===== config.mk =====
export PLATFORM = sky130hd
export DESIGN_NAME = zintack
export DESIGN_NICKNAME = d
export VERILOG_FILES = /design/src/rtl/zint_pkg.sv /design/src/rtl/zintack.sv
export SDC_FILE = /design/constraint.sdc
export NUM_CORES = 1
export LEC_CHECK = 0
export CAP_MARGIN = 20
export CORE_MARGIN = 2
export CORE_UTILIZATION = 45
export DETAILED_ROUTE_END_ITERATION = 6
export PLACE_DENSITY = 0.76
export SLEW_MARGIN = 30
export SYNTH_ARGS = -nofsm -noshare
export SYNTH_HDL_FRONTEND = slang
export SYNTH_SLANG_ARGS = --single-unit

===== constraint.sdc =====
create_clock -name clk -period 2.1 [get_ports clk]
set_clock_uncertainty 0.1 [all_clocks]
set_input_delay 0.21 -clock clk [delete_from_list [all_inputs] [get_ports clk]]
set_output_delay 0.21 -clock clk [all_outputs]
set_load 0.05 [all_outputs]

===== src/rtl/zint_pkg.sv =====
// Shared types and constants for the Z80 IM2 interrupt responder.
// Holds the responder state encoding and the vector-table address helper.
package zint_pkg;

    typedef enum logic [2:0] {
        IDLE  = 3'd0,
        ACK   = 3'd1,
        RD_LO = 3'd2,
        RD_HI = 3'd3,
        LOAD  = 3'd4
    } zack_state_t;

    localparam int ZACK_TICKS_DEFAULT = 6;
    localparam int ZACK_TBL_AW        = 16;

    // Table entry address; the high byte uses a full 16-bit carry so {I,FF}+1 reaches {I+1,00}.
    function automatic logic [ZACK_TBL_AW-1:0] tbl_addr(input logic [7:0] ibase,
                                                        input logic [7:0] vec,
                                                        input logic       hi);
        tbl_addr = {ibase, vec} + {15'd0, hi};
    endfunction

endpackage


===== src/rtl/zintack.sv =====
// IM2 interrupt responder: samples int_n at instruction end, runs the acknowledge
// cycle, reads the 16-bit ISR address from the {I, vector} table and loads the PC.
module zintack
    import zint_pkg::*;
#(
    parameter int ACK_TICKS = ZACK_TICKS_DEFAULT
) (
    input  logic        clk,
    input  logic        res_n,
    input  logic        zpos,
    input  logic        insn_end,
    input  logic        int_n,
    input  logic        iff1,
    input  logic        im2,
    input  logic [7:0]  i_reg,
    input  logic [7:0]  im2vect,
    output logic        intack,
    output logic        mem_rd,
    output logic [15:0] mem_addr,
    input  logic        mem_rdy,
    input  logic [7:0]  mem_data,
    output logic        pc_load,
    output logic [15:0] pc_new,
    output logic        busy
);

    localparam logic [3:0] LAST_TICK = 4'(ACK_TICKS - 1);

    zack_state_t state_r, state_s;
    logic [3:0]  tick_r, tick_s;
    logic [7:0]  vec_r, vec_s;
    logic [7:0]  ibase_r, ibase_s;
    logic [7:0]  lo_r, lo_s;
    logic [15:0] pc_new_s;
    logic [15:0] mem_addr_s;
    logic        intack_s, mem_rd_s, pc_load_s, busy_s;

    // Next-state, datapath captures and next values of the registered outputs.
    always_comb begin
        state_s    = state_r;
        tick_s     = tick_r;
        vec_s      = vec_r;
        ibase_s    = ibase_r;
        lo_s       = lo_r;
        pc_new_s   = pc_new;
        mem_addr_s = 16'd0;
        case (state_r)
            IDLE: begin
                if (zpos && insn_end && !int_n && iff1 && im2) begin
                    state_s = ACK;
                    tick_s  = 4'd0;
                end else begin
                    state_s = IDLE;
                end
            end
            ACK: begin
                // The vector is sampled on the final tick, long after the controller settled.
                if (zpos) begin
                    if (tick_r == LAST_TICK) begin
                        vec_s   = im2vect;
                        ibase_s = i_reg;
                        tick_s  = 4'd0;
                        state_s = RD_LO;
                    end else begin
                        tick_s = tick_r + 4'd1;
                    end
                end else begin
                    tick_s = tick_r;
                end
            end
            RD_LO: begin
                if (mem_rdy) begin
                    lo_s    = mem_data;
                    state_s = RD_HI;
                end else begin
                    state_s = RD_LO;
                end
            end
            RD_HI: begin
                if (mem_rdy) begin
                    pc_new_s = {mem_data, lo_r};
                    state_s  = LOAD;
                end else begin
                    state_s = RD_HI;
                end
            end
            LOAD: begin
                state_s = IDLE;
            end
            default: begin
                state_s = IDLE;
            end
        endcase

        case (state_s)
            RD_LO:   mem_addr_s = tbl_addr(ibase_s, vec_s, 1'b0);
            RD_HI:   mem_addr_s = tbl_addr(ibase_s, vec_s, 1'b1);
            default: mem_addr_s = 16'd0;
        endcase

        intack_s  = (state_s == ACK);
        mem_rd_s  = (state_s == RD_LO) || (state_s == RD_HI);
        pc_load_s = (state_s == LOAD);
        busy_s    = (state_s != IDLE);
    end

    // State, sequencer registers and registered outputs.
    always_ff @(posedge clk or negedge res_n) begin
        if (!res_n) begin
            state_r  <= IDLE;
            tick_r   <= 4'd0;
            vec_r    <= 8'd0;
            ibase_r  <= 8'd0;
            lo_r     <= 8'd0;
            intack   <= 1'b0;
            mem_rd   <= 1'b0;
            mem_addr <= 16'd0;
            pc_load  <= 1'b0;
            pc_new   <= 16'd0;
            busy     <= 1'b0;
        end else begin
            state_r  <= state_s;
            tick_r   <= tick_s;
            vec_r    <= vec_s;
            ibase_r  <= ibase_s;
            lo_r     <= lo_s;
            intack   <= intack_s;
            mem_rd   <= mem_rd_s;
            mem_addr <= mem_addr_s;
            pc_load  <= pc_load_s;
            pc_new   <= pc_new_s;
            busy     <= busy_s;
        end
    end

endmodule


==> impl_metrics.py, run 1 <==
metrics = {
    "outcome": {
        "outcome": "finished with violations",
        "violations": "negative setup slack",
    },
    "finish": {
        "drive_above_1_share": 0.2766,
        "nets": 423,
        "antennaDiodeCount": 0,
        "area_delta_synth_final_pct": 46.56,
        "utilization": 0.6895,
        "postLayoutCellArea_um2": 4403,
        "n_fill_cell": 452,
    },
    "logic_synthesis": {
        "ys_async_sr_fraction": 1.000,
        "synth_edf_count": 0,
        "synth_area_leaders": "dfrtp_1, mux2_2, nand2_1",
        "ys.flop_type": "dfrtp_1",
        "yosysUniqueCellTypes": 45,
        "synth_top_area_frac": 0.5581,
        "synth.most_common_cell": "dfrtp_1",
        "synth_top_area_cell": "dfrtp_1",
        "syn-instance-count": 284,
        "ys_seq_elements": 67,
        "syn_area_um2": 3004,
        "avgSynthCellArea_um2": 10.58,
        "yosys_warnings": 0,
        "syn-num-nets": 318,
        "yosys-top-cells-count": "dfrtp_1, nand2_1, mux2_2",
        "yosysSeqAreaShare": 0.5581,
    },
    "cts": {
        "cts-root-buf": "clkbuf_8",
        "clock_latency_ns": 0.35,
        "cts_num_sinks": 67,
        "cts_tree": "done",
        "cts_made_buffers": 9,
        "htreeDepth": 3,
        "clock_path_buffers": 2,
        "clkTransAtPathRegs_ns": 0.07,
    },
    "critical_path": {
        "cp_slowest_stage_delay_ns": 0.41,
        "rr_startpoint": "tick_r[0]",
        "worstSetupEndpointType": "flip-flop",
        "criticalPathCategory": "flip-flop to flip-flop",
        "crit_path_top_delay_cell": "dfrtp_1",
        "crit_arrival_ns": 2.35,
        "cp-start-kind": "flip-flop",
        "path_cells": "ha_4, and4b_1, buf_4, a211oi_1, nor2_1, or3_1, a21oi_2",
        "startpoint": "tick_r[0]",
        "crit_required_ns": 2.28,
        "crit_fanout": 4,
    },
    "detailed_routing": {
        "num_vias": 2589,
        "drt_iter0_drc": 144,
        "drt_pass1_iterations": 4,
        "wl_per_cell_um": 15.80,
        "drc_errors": 0,
        "vias_per_cell": 5.497,
        "wirelength_um": 7442,
        "ant_nets": 0,
    },
    "timing": {
        "finalMaxSlewViolations": 0,
        "finalSetupTns_ns": -0.1673,
        "timing.fmax_ghz": 0.4602,
        "setup_ws_ns": -0.07316,
        "min_period_ns": 2.173,
        "worstMarginPinSlew_ns": 0.5306,
        "setup_violations": 5,
        "hold_violations": 0,
        "relSlewSlack": 0.6452,
        "period_share": 1.035,
        "rsz0062_at_grt": "true",
    },
    "worst_hold_path": {
        "hold_class": "input port to async pin",
    },
    "die": {
        "initial_utilization": 0.4704,
        "io_pins": 68,
        "die_h_um": 85.71,
        "dieArea_um2": 7345,
        "die_x_um": 85.71,
        "core_um2": 6386,
        "rows": 29,
    },
    "global_routing": {
        "grt-ovfl-total": 0,
        "grt_max_degree": 68,
        "antenna_found_initial": 0,
        "grt_pass1_vias": 2578,
        "grt_pass1_wl_um": 11850,
        "grt_use_total": 0.2056,
    },
    "placement": {
        "dp_hpwl_um": 4732,
        "gp_congestion": 0.8459,
        "port_buffers": 67,
        "placed_area_um2": 3941,
        "place_ws_ns": -0.1637,
    },
    "power": {
        "p_leak_nw": 2.029,
        "p_per_area_nw_per_um2": 924.0,
        "ir_drop_uv": 584.2,
    },
    "run": {
        "maxCapViolCount": 0,
    },
}
==> final cells by class <==
cell class                 instances  area [µm²]  share of cell area
timing repair buffer             106        1002              0.2276
multi-input combinational        194        1376              0.3126
clock inverter                     6       72.57             0.01648
inverter                          11       41.29            0.009378
sequential                        67        1677              0.3808
tap                               77       96.34             0.02188
clock buffer                      10       137.6             0.03126
==> where the power goes <==
group / internal (W) / switching [W] / total [W]
Sequential: 0.00148 / 0.000108 / 0.00159
Combinational: 0.000587 / 0.000775 / 0.00136
Clock: 0.000592 / 0.000527 / 0.00112
Total: 0.00266 / 0.00141 / 0.00407
==> sequential cells by signal, indices dropped and copies added, names as in the netlist <==
name,cells
mem_addr,16
pc_new,16
ibase_r,8
lo_r,8
vec_r,8
tick_r,4
state_r,3
busy,1
intack,1
mem_rd,1
pc_load,1
==> worst paths after layout <==
path	endpoint	slack, ns	cells after the start
max in group asynchronous	vec_r[2]	1.31	3
hold / removal	vec_r[3]	0.29	3
hold reg to reg	pc_new[6]	0.37	2
setup reg to reg	mem_addr[11]	-0.07	7
setup / recovery	mem_addr[11]	-0.07	7
min in group clk	pc_new[13]	0.31	3
==> kinds of logic (layout without fill, tap and decap cells) <==
| kind of cell | count (synthesis) | in the layout | synth area share |
|---|---|---|---|
| buffers and inverters | 23 | 133 | 0.03873 |
| adders and majority gates | 2 | 2 | 0.008329 |
| AOI/OAI and AO/OA | 45 | 45 | 0.09787 |
| and+or+nand+nor | 122 | 122 | 0.2062 |
| xor gates and xnor gates | 3 | 3 | 0.008748 |
| muxes | 22 | 22 | 0.08205 |
| DFF | 67 | 67 | 0.5581 |
==> cell usage in the layout, fill, tap and decap left out, drive strengths merged, types with 2 or more instances in the layout <==
cell type	n
nand4	4
o31ai	2
nor2	10
mux2	21
or2	2
and3	3
clkdlybuf4s50	66
nor4	3
and2	3
nor3b	5
a21o	2
nor2b	2
a211oi	3
o211a	2
xnor2	3
nand2	58
and4b	2
o21ai	13
clkbuf	10
o211ai	3
a22oi	2
a21oi	9
clkinv	3
a31oi	4
buf	39
inv	12
nand3	12
ha	2
nor3	11
and4	3
dfrtp	67
==> worst max-delay path: cells and delay by family (launching register included) <==
family	cells	cell delay, ns
AO/OA/AOI/OAI	2	0.52
adder cells (fa/ha/maj)	1	0.18
flip-flops	1	0.41
AND/OR/NAND/NOR	3	0.71
buffers and inverters	1	0.17
==> metal layers <==
layer  wire length (µm)  GRT usage  part of all wire
met2               3626     0.3331              0.49
met3                539    0.05679             0.072
met4                151    0.09668             0.020
met5                  0          0                 0
met1               3125     0.2562              0.42
==> timing repair <==
item / 4_1_cts / 5_1_grt
pin swaps: 7 / 17
hold buffers: 1 / 0
endpoints found under the setup margin: 10 / 15
buffers inserted: 1 / 5
resized for setup: 13 / 28
cloned: 2 / 0
hold endpoints to repair: 67 / 0
==> through the flow <==
stage,power [W],instances,hold WS (ns)
finish,0.004069,471,0.2935
global route,0.004268,471,0.3340
CTS,0.003972,466,0.3012
detailed placement,0.002797,446,0.1539
global placement,0.002767,446,0.1520
floorplan,0.002321,284,-0.1856
Power figures use the tool's default switching activity.
==> inputs of run 2 (changes only) <==
==> constraint.sdc (replaced) <==
create_clock -name clk -period 2.1 [get_ports clk]
set_clock_uncertainty 0.1 [all_clocks]
set_input_delay 0.42 -clock clk [delete_from_list [all_inputs] [get_ports clk]]
set_output_delay 0.42 -clock clk [all_outputs]
set_load 0.05 [all_outputs]
==> run 2 against run 1 <==
  * The flow still finishes with violations (negative setup slack)
  * Global-route usage is 0.85 points lower
  * Via count fell by 3.1%
  * Clock-buffer cell count stayed put
  * Sequential share of layout area is 0.94 points higher
  * Critical path depth is 1 higher
  * Non-clock buffer count fell by 1
  * Combinational power is 7% lower
  * First-iteration DRC count is 19% lower
  * Setup slack gained 0.065 ns
  * Wire length is 7.6% lower
  * Clock power increased by 7%
  * Largest power group unchanged
==> impl_metrics.py, run 2 (synthesized netlist as in run 1, its figures left out) <==
metrics = {
    "timing": {
        "hold_violations": 0,
        "setup_ws_ns": -0.008019,
        "setup_violations": 2,
        "hold_ws_ns": 0.3777,
        "finalSetupTns_ns": -0.01024,
        "period_share": 1.004,
        "relSlewSlack": 0.6411,
        "finalMaxSlewViolations": 0,
        "min_period_ns": 2.108,
        "rsz0062_at_grt": "true",
        "worstMarginPinSlew_ns": 0.5375,
        "timing.fmax_ghz": 0.4744,
    },
    "detailed_routing": {
        "ant_nets": 0,
        "drc_errors": 0,
        "drt_iter0_drc": 116,
        "num_vias": 2510,
        "vias_per_cell": 5.340,
        "wirelength_um": 6880,
        "wl_per_cell_um": 14.64,
        "drt_pass1_iterations": 4,
    },
    "run": {
        "maxCapViolCount": 0,
    },
    "global_routing": {
        "grt_use_total": 0.1971,
        "antenna_found_initial": 0,
        "grt_max_degree": 68,
        "grt_pass1_wl_um": 11270,
        "grt_pass1_vias": 2431,
        "grt-ovfl-total": 0,
    },
    "die": {
        "io_pins": 68,
        "dieArea_um2": 7345,
        "rows": 29,
        "core_um2": 6386,
        "initial_utilization": 0.4704,
        "die_x_um": 85.71,
        "die_h_um": 85.71,
    },
    "placement": {
        "port_buffers": 67,
        "place_ws_ns": -0.3776,
        "gp_congestion": 0.8396,
        "placed_area_um2": 3991,
        "dp_hpwl_um": 4898,
    },
    "cts": {
        "clkTransAtPathRegs_ns": 0.08,
        "cts_num_sinks": 67,
        "cts-root-buf": "clkbuf_8",
        "clock_path_buffers": 2,
        "cts_made_buffers": 9,
        "htreeDepth": 3,
        "clock_latency_ns": 0.35,
        "cts_tree": "done",
    },
    "critical_path": {
        "crit_fanout": 9,
        "worstRegToRegCells": 8,
        "cp-start-kind": "flip-flop",
        "crit_arrival_ns": 2.26,
        "crit_required_ns": 2.25,
        "criticalPathCategory": "flip-flop to flip-flop",
        "worstSetupEndpointType": "flip-flop",
    },
    "finish": {
        "final_common_cell": "dfrtp_1",
        "nets": 422,
        "postLayoutCellArea_um2": 4297,
        "drive_above_1_share": 0.2290,
        "area_delta_synth_final_pct": 43.02,
        "top_regs": "mem_addr x16, pc_new x16",
        "antennaDiodeCount": 0,
        "layout_common_cells": "dfrtp_1, clkdlybuf4s50_1, nand2_1, buf_4, mux2_2",
    },
    "outcome": {
        "outcome": "finished with violations",
        "violations": "negative setup slack",
    },
    "power": {
        "p_leak_nw": 2.074,
        "p_per_area_nw_per_um2": 939.9,
        "ir_drop_uv": 572.3,
    },
    "worst_hold_path": {
        "min_delay_path_depth": 2,
        "hold_class": "flip-flop to flip-flop",
    },
}
==> run 2: changes by cell type in the layout (fill, tap and decap cells not counted), moves of 3 or more <==
cell,delta
a21oi_1,+3
a21oi_2,-3
buf_6,-3
nor3_1,+3
==> run 2: timing repair <==
action	CTS	global route
buffers inserted	1	1
endpoints found under the hold margin	35	0
hold buffers	1	0
endpoints found under the setup margin	6	16
pin swaps	1	3
resized for setup	5	10
==> run 2: worst max-delay path, cell delays in order, from the launching register on <==
cell and delay [ns]:
dfrtp_1 0.38, inv_1 0.06, ha_2 0.18, nand4b_1 0.15
buf_6 0.18, o211a_1 0.23, o211a_1 0.27, nand3_1 0.12
mux2_2 0.34
==> run 2: worst paths after layout <==
kind,from,endpoint,slack [ns]
min in group asynchronous,res_n,vec_r[3],0.50
max reg2reg,tick_r[1],mem_addr[9],-0.008
min reg2reg,lo_r[0],pc_new[0],0.38
min,lo_r[0],pc_new[0],0.38
max,tick_r[1],mem_addr[9],-0.008
max in group asynchronous,res_n,tick_r[3],1.07
==> run 2: per-stage QoR <==
step	util	cells	total power, W
after detailed placement	0.6250	451	0.002829
after CTS	0.6659	469	0.004052
after floorplan	-	284	0.002321
after global routing	0.6728	470	0.004244
after global placement	0.6250	451	0.002795
final	0.6728	470	0.004038
==> run 2: final cells by class <==
type	instances	area (µm²)
Timing Repair Buffer	105	1001
Tap cell	77	96.34
Clock inverter	6	88.84
Multi-Input combinational cell	194	1255
Inverter	11	41.29
Sequential cell	67	1677
Clock buffer	10	137.6
Fill cell	492	2090
==> run 2: metal layers <==
layer,share of wire,global-route usage
met1,0.42,0.2467
met2,0.48,0.3232
met3,0.081,0.05197
met4,0.018,0.08658
met5,0,0
==> run 2: report_power, final <==
| group | leakage, nW | internal [W] | switching, W |
|---|---|---|---|
| clock | 0.108 | 0.000700 | 0.000499 |
| combinational | 1.05 | 0.000556 | 0.000706 |
| sequential | 0.919 | 0.00148 | 0.0000968 |
| total | 2.07 | 0.00274 | 0.00130 |
==> inputs of run 3 (changes only) <==
Clock period 2.1 ns to 1.72 ns, I/O delays scaled along.
==> run 3 against run 2 <==
  * Utilization increased by 11 points
  * Clock power is 28% higher
  * Largest power group is now combinational logic
  * Combinational power increased by 100%
  * The flow still finishes with violations (negative setup slack)
==> impl_metrics.py, run 3 (synthesized netlist as in run 1, its figures left out) <==
metrics = {
    "detailed_routing": {
        "drt_pass1_iterations": 4,
        "drc_errors": 0,
        "vias_per_cell": 5.457,
        "wl_per_cell_um": 18.07,
        "wirelength_um": 9142,
        "num_vias": 2761,
        "ant_nets": 0,
        "drt_iter0_drc": 139,
    },
    "placement": {
        "port_buffers": 67,
        "placed_area_um2": 4124,
        "gp_congestion": 0.8653,
        "place_ws_ns": -0.7982,
        "dp_hpwl_um": 4965,
    },
    "global_routing": {
        "grt-ovfl-total": 0,
        "grt_use_total": 0.2290,
        "grt_pass1_wl_um": 13160,
        "grt_pass1_vias": 2858,
        "antenna_found_initial": 0,
        "grt_max_degree": 68,
    },
    "finish": {
        "seqCellArea_um2": 1677,
        "top_regs": "mem_addr x16, pc_new x16",
        "multi_input_area_um2": 1664,
        "n_fill_cell": 361,
        "nets": 458,
        "antennaDiodeCount": 0,
        "area_delta_synth_final_pct": 67.01,
        "final_common_cell": "buf_4",
        "utilization": 0.7857,
        "layout_common_cells": "buf_4, dfrtp_1, nand2_1, clkdlybuf4s50_1, buf_6",
        "drive_above_1_share": 0.4942,
        "postLayoutCellArea_um2": 5017,
    },
    "power": {
        "p_seq_frac": 0.324,
        "p_leak_nw": 2.414,
        "ir_drop_uv": 770.3,
        "combPwrFrac": 0.420,
        "p_clk_frac": 0.255,
        "p_int_w": 0.003936,
        "switching_power_w": 0.002100,
        "p_per_area_nw_per_um2": 1203,
        "finalPower_w": 0.006037,
        "swShare": 0.3479,
    },
    "die": {
        "core_um2": 6386,
        "rows": 29,
        "die_x_um": 85.71,
        "io_pins": 68,
        "dieArea_um2": 7345,
        "die_h_um": 85.71,
        "initial_utilization": 0.4704,
    },
    "timing": {
        "setup_ws_ns": -0.6103,
        "relSlewSlack": 0.6939,
        "hold_ws_ns": 0.3673,
        "setup_violations": 38,
        "period_share": 1.355,
        "hold_violations": 0,
        "worstMarginPinSlew_ns": 0.4571,
        "timing.fmax_ghz": 0.4291,
        "rsz0062_at_grt": "true",
        "finalMaxSlewViolations": 0,
        "min_period_ns": 2.330,
    },
    "critical_path": {
        "path_cells": "inv_2, ha_4, nand4b_1, buf_4, nor4_4, o211ai_1, or3_1, a21oi_2",
        "crit_arrival_ns": 2.50,
        "cp_slowest_stage_delay_ns": 0.47,
        "crit_fanout": 4,
        "critPathCapture": "mem_addr[11]",
        "crit_required_ns": 1.89,
        "startpoint": "tick_r[1]",
        "cp-start-kind": "flip-flop",
        "r2r_setup_slack_ns": -0.61,
        "worstSetupEndpointType": "flip-flop",
        "r2r-end": "mem_addr[11]",
        "crit_path_top_delay_cell": "or3_1",
        "criticalPathCategory": "flip-flop to flip-flop",
        "rr_startpoint": "tick_r[1]",
        "worstRegToRegCells": 8,
    },
    "cts": {
        "cts-root-buf": "clkbuf_8",
        "clock_latency_ns": 0.34,
        "clock_path_buffers": 2,
        "cts_tree": "done",
        "cts_num_sinks": 67,
        "clkTransAtPathRegs_ns": 0.08,
        "cts_made_buffers": 9,
        "htreeDepth": 3,
    },
    "outcome": {
        "violations": "negative setup slack",
        "outcome": "finished with violations",
    },
    "run": {
        "maxCapViolCount": 0,
    },
    "worst_hold_path": {
        "hold_class": "flip-flop to flip-flop",
    },
}
-- run 3: cell types whose count changed in the layout (fill, tap and decap cells not counted), moves of 5 or more --
cell,change
buf_6,+22
a21oi_1,-7
o21ai_4,+6
o21ai_0,-9
nand3_1,-5
a21oi_2,+6
buf_4,+45
mux2_4,+12
inv_1,-5
clkdlybuf4s50_1,-35
mux2_2,-12
-- run 3: stage by stage --
stage               std cells  setup TNS (ns)
floorplan                 284          -4.417
global placement          468          -18.61
detailed placement        468          -19.28
CTS                       494          -6.289
global route              506          -11.46
finish                    506          -9.318
-- run 3: worst min-delay path by stage --
stage	startpoint	to	slack, ns	cells after the start
2_1_floorplan	res_n	busy	-0.05	0
3_3_place_gp	res_n	mem_addr[1]	0.29	2
3_5_place_dp	res_n	mem_addr[1]	0.29	2
4_1_cts	lo_r[2]	pc_new[2]	0.37	2
5_1_grt	lo_r[4]	pc_new[4]	0.39	2
6_report	lo_r[2]	pc_new[2]	0.37	2
-- run 3: timing repair --
| item | CTS | global route |
|---|---|---|
| setup endpoints to repair | 32 | 48 |
| setup buffers | 11 | 15 |
| pin swaps | 26 | 30 |
| gates resized for setup | 48 | 68 |
| cloned | 1 | 0 |
| hold buffers | 1 | 0 |
| hold endpoints to repair | 67 | 0 |
-- run 3: worst max-delay path, delay by kind of cell, from the launching register on --
| kind | cells | cell delay [ns] |
|---|---|---|
| DFF | 1 | 0.39 |
| and+or+nand+nor | 3 | 0.96 |
| AOI/OAI and AO/OA | 2 | 0.40 |
| adders and majority gates | 1 | 0.13 |
| buffers and inverters | 2 | 0.27 |
-- run 3: layout make-up --
type,instances,share of cell area
Tap cell,77,0.01920
Inverter,11,0.009227
Multi-Input combinational cell,195,0.3317
Timing Repair Buffer,140,0.2589
Clock buffer,11,0.03017
Clock inverter,5,0.01671
Sequential cell,67,0.3342
-- run 3: power groups by stage --
stage / combinational [W] / sequential (W) / clock, W
floorplan: 0.000719 / 0.00219 / 0
global placement: 0.00165 / 0.00195 / 0
detailed placement: 0.00168 / 0.00195 / 0
CTS: 0.00207 / 0.00193 / 0.00156
global route: 0.00268 / 0.00198 / 0.00162
finish: 0.00254 / 0.00196 / 0.00154
-- run 3: routing by layer --
| layer | vias up | GRT usage | part of all wire |
|---|---|---|---|
| met5 | - | 0 | 0 |
| met4 | 0 | 0.1068 | 0.015 |
| met3 | 21 | 0.05101 | 0.063 |
| met2 | 100 | 0.3842 | 0.52 |
| met1 | 1362 | 0.2822 | 0.41 |
| li1 | 1278 | - | - |
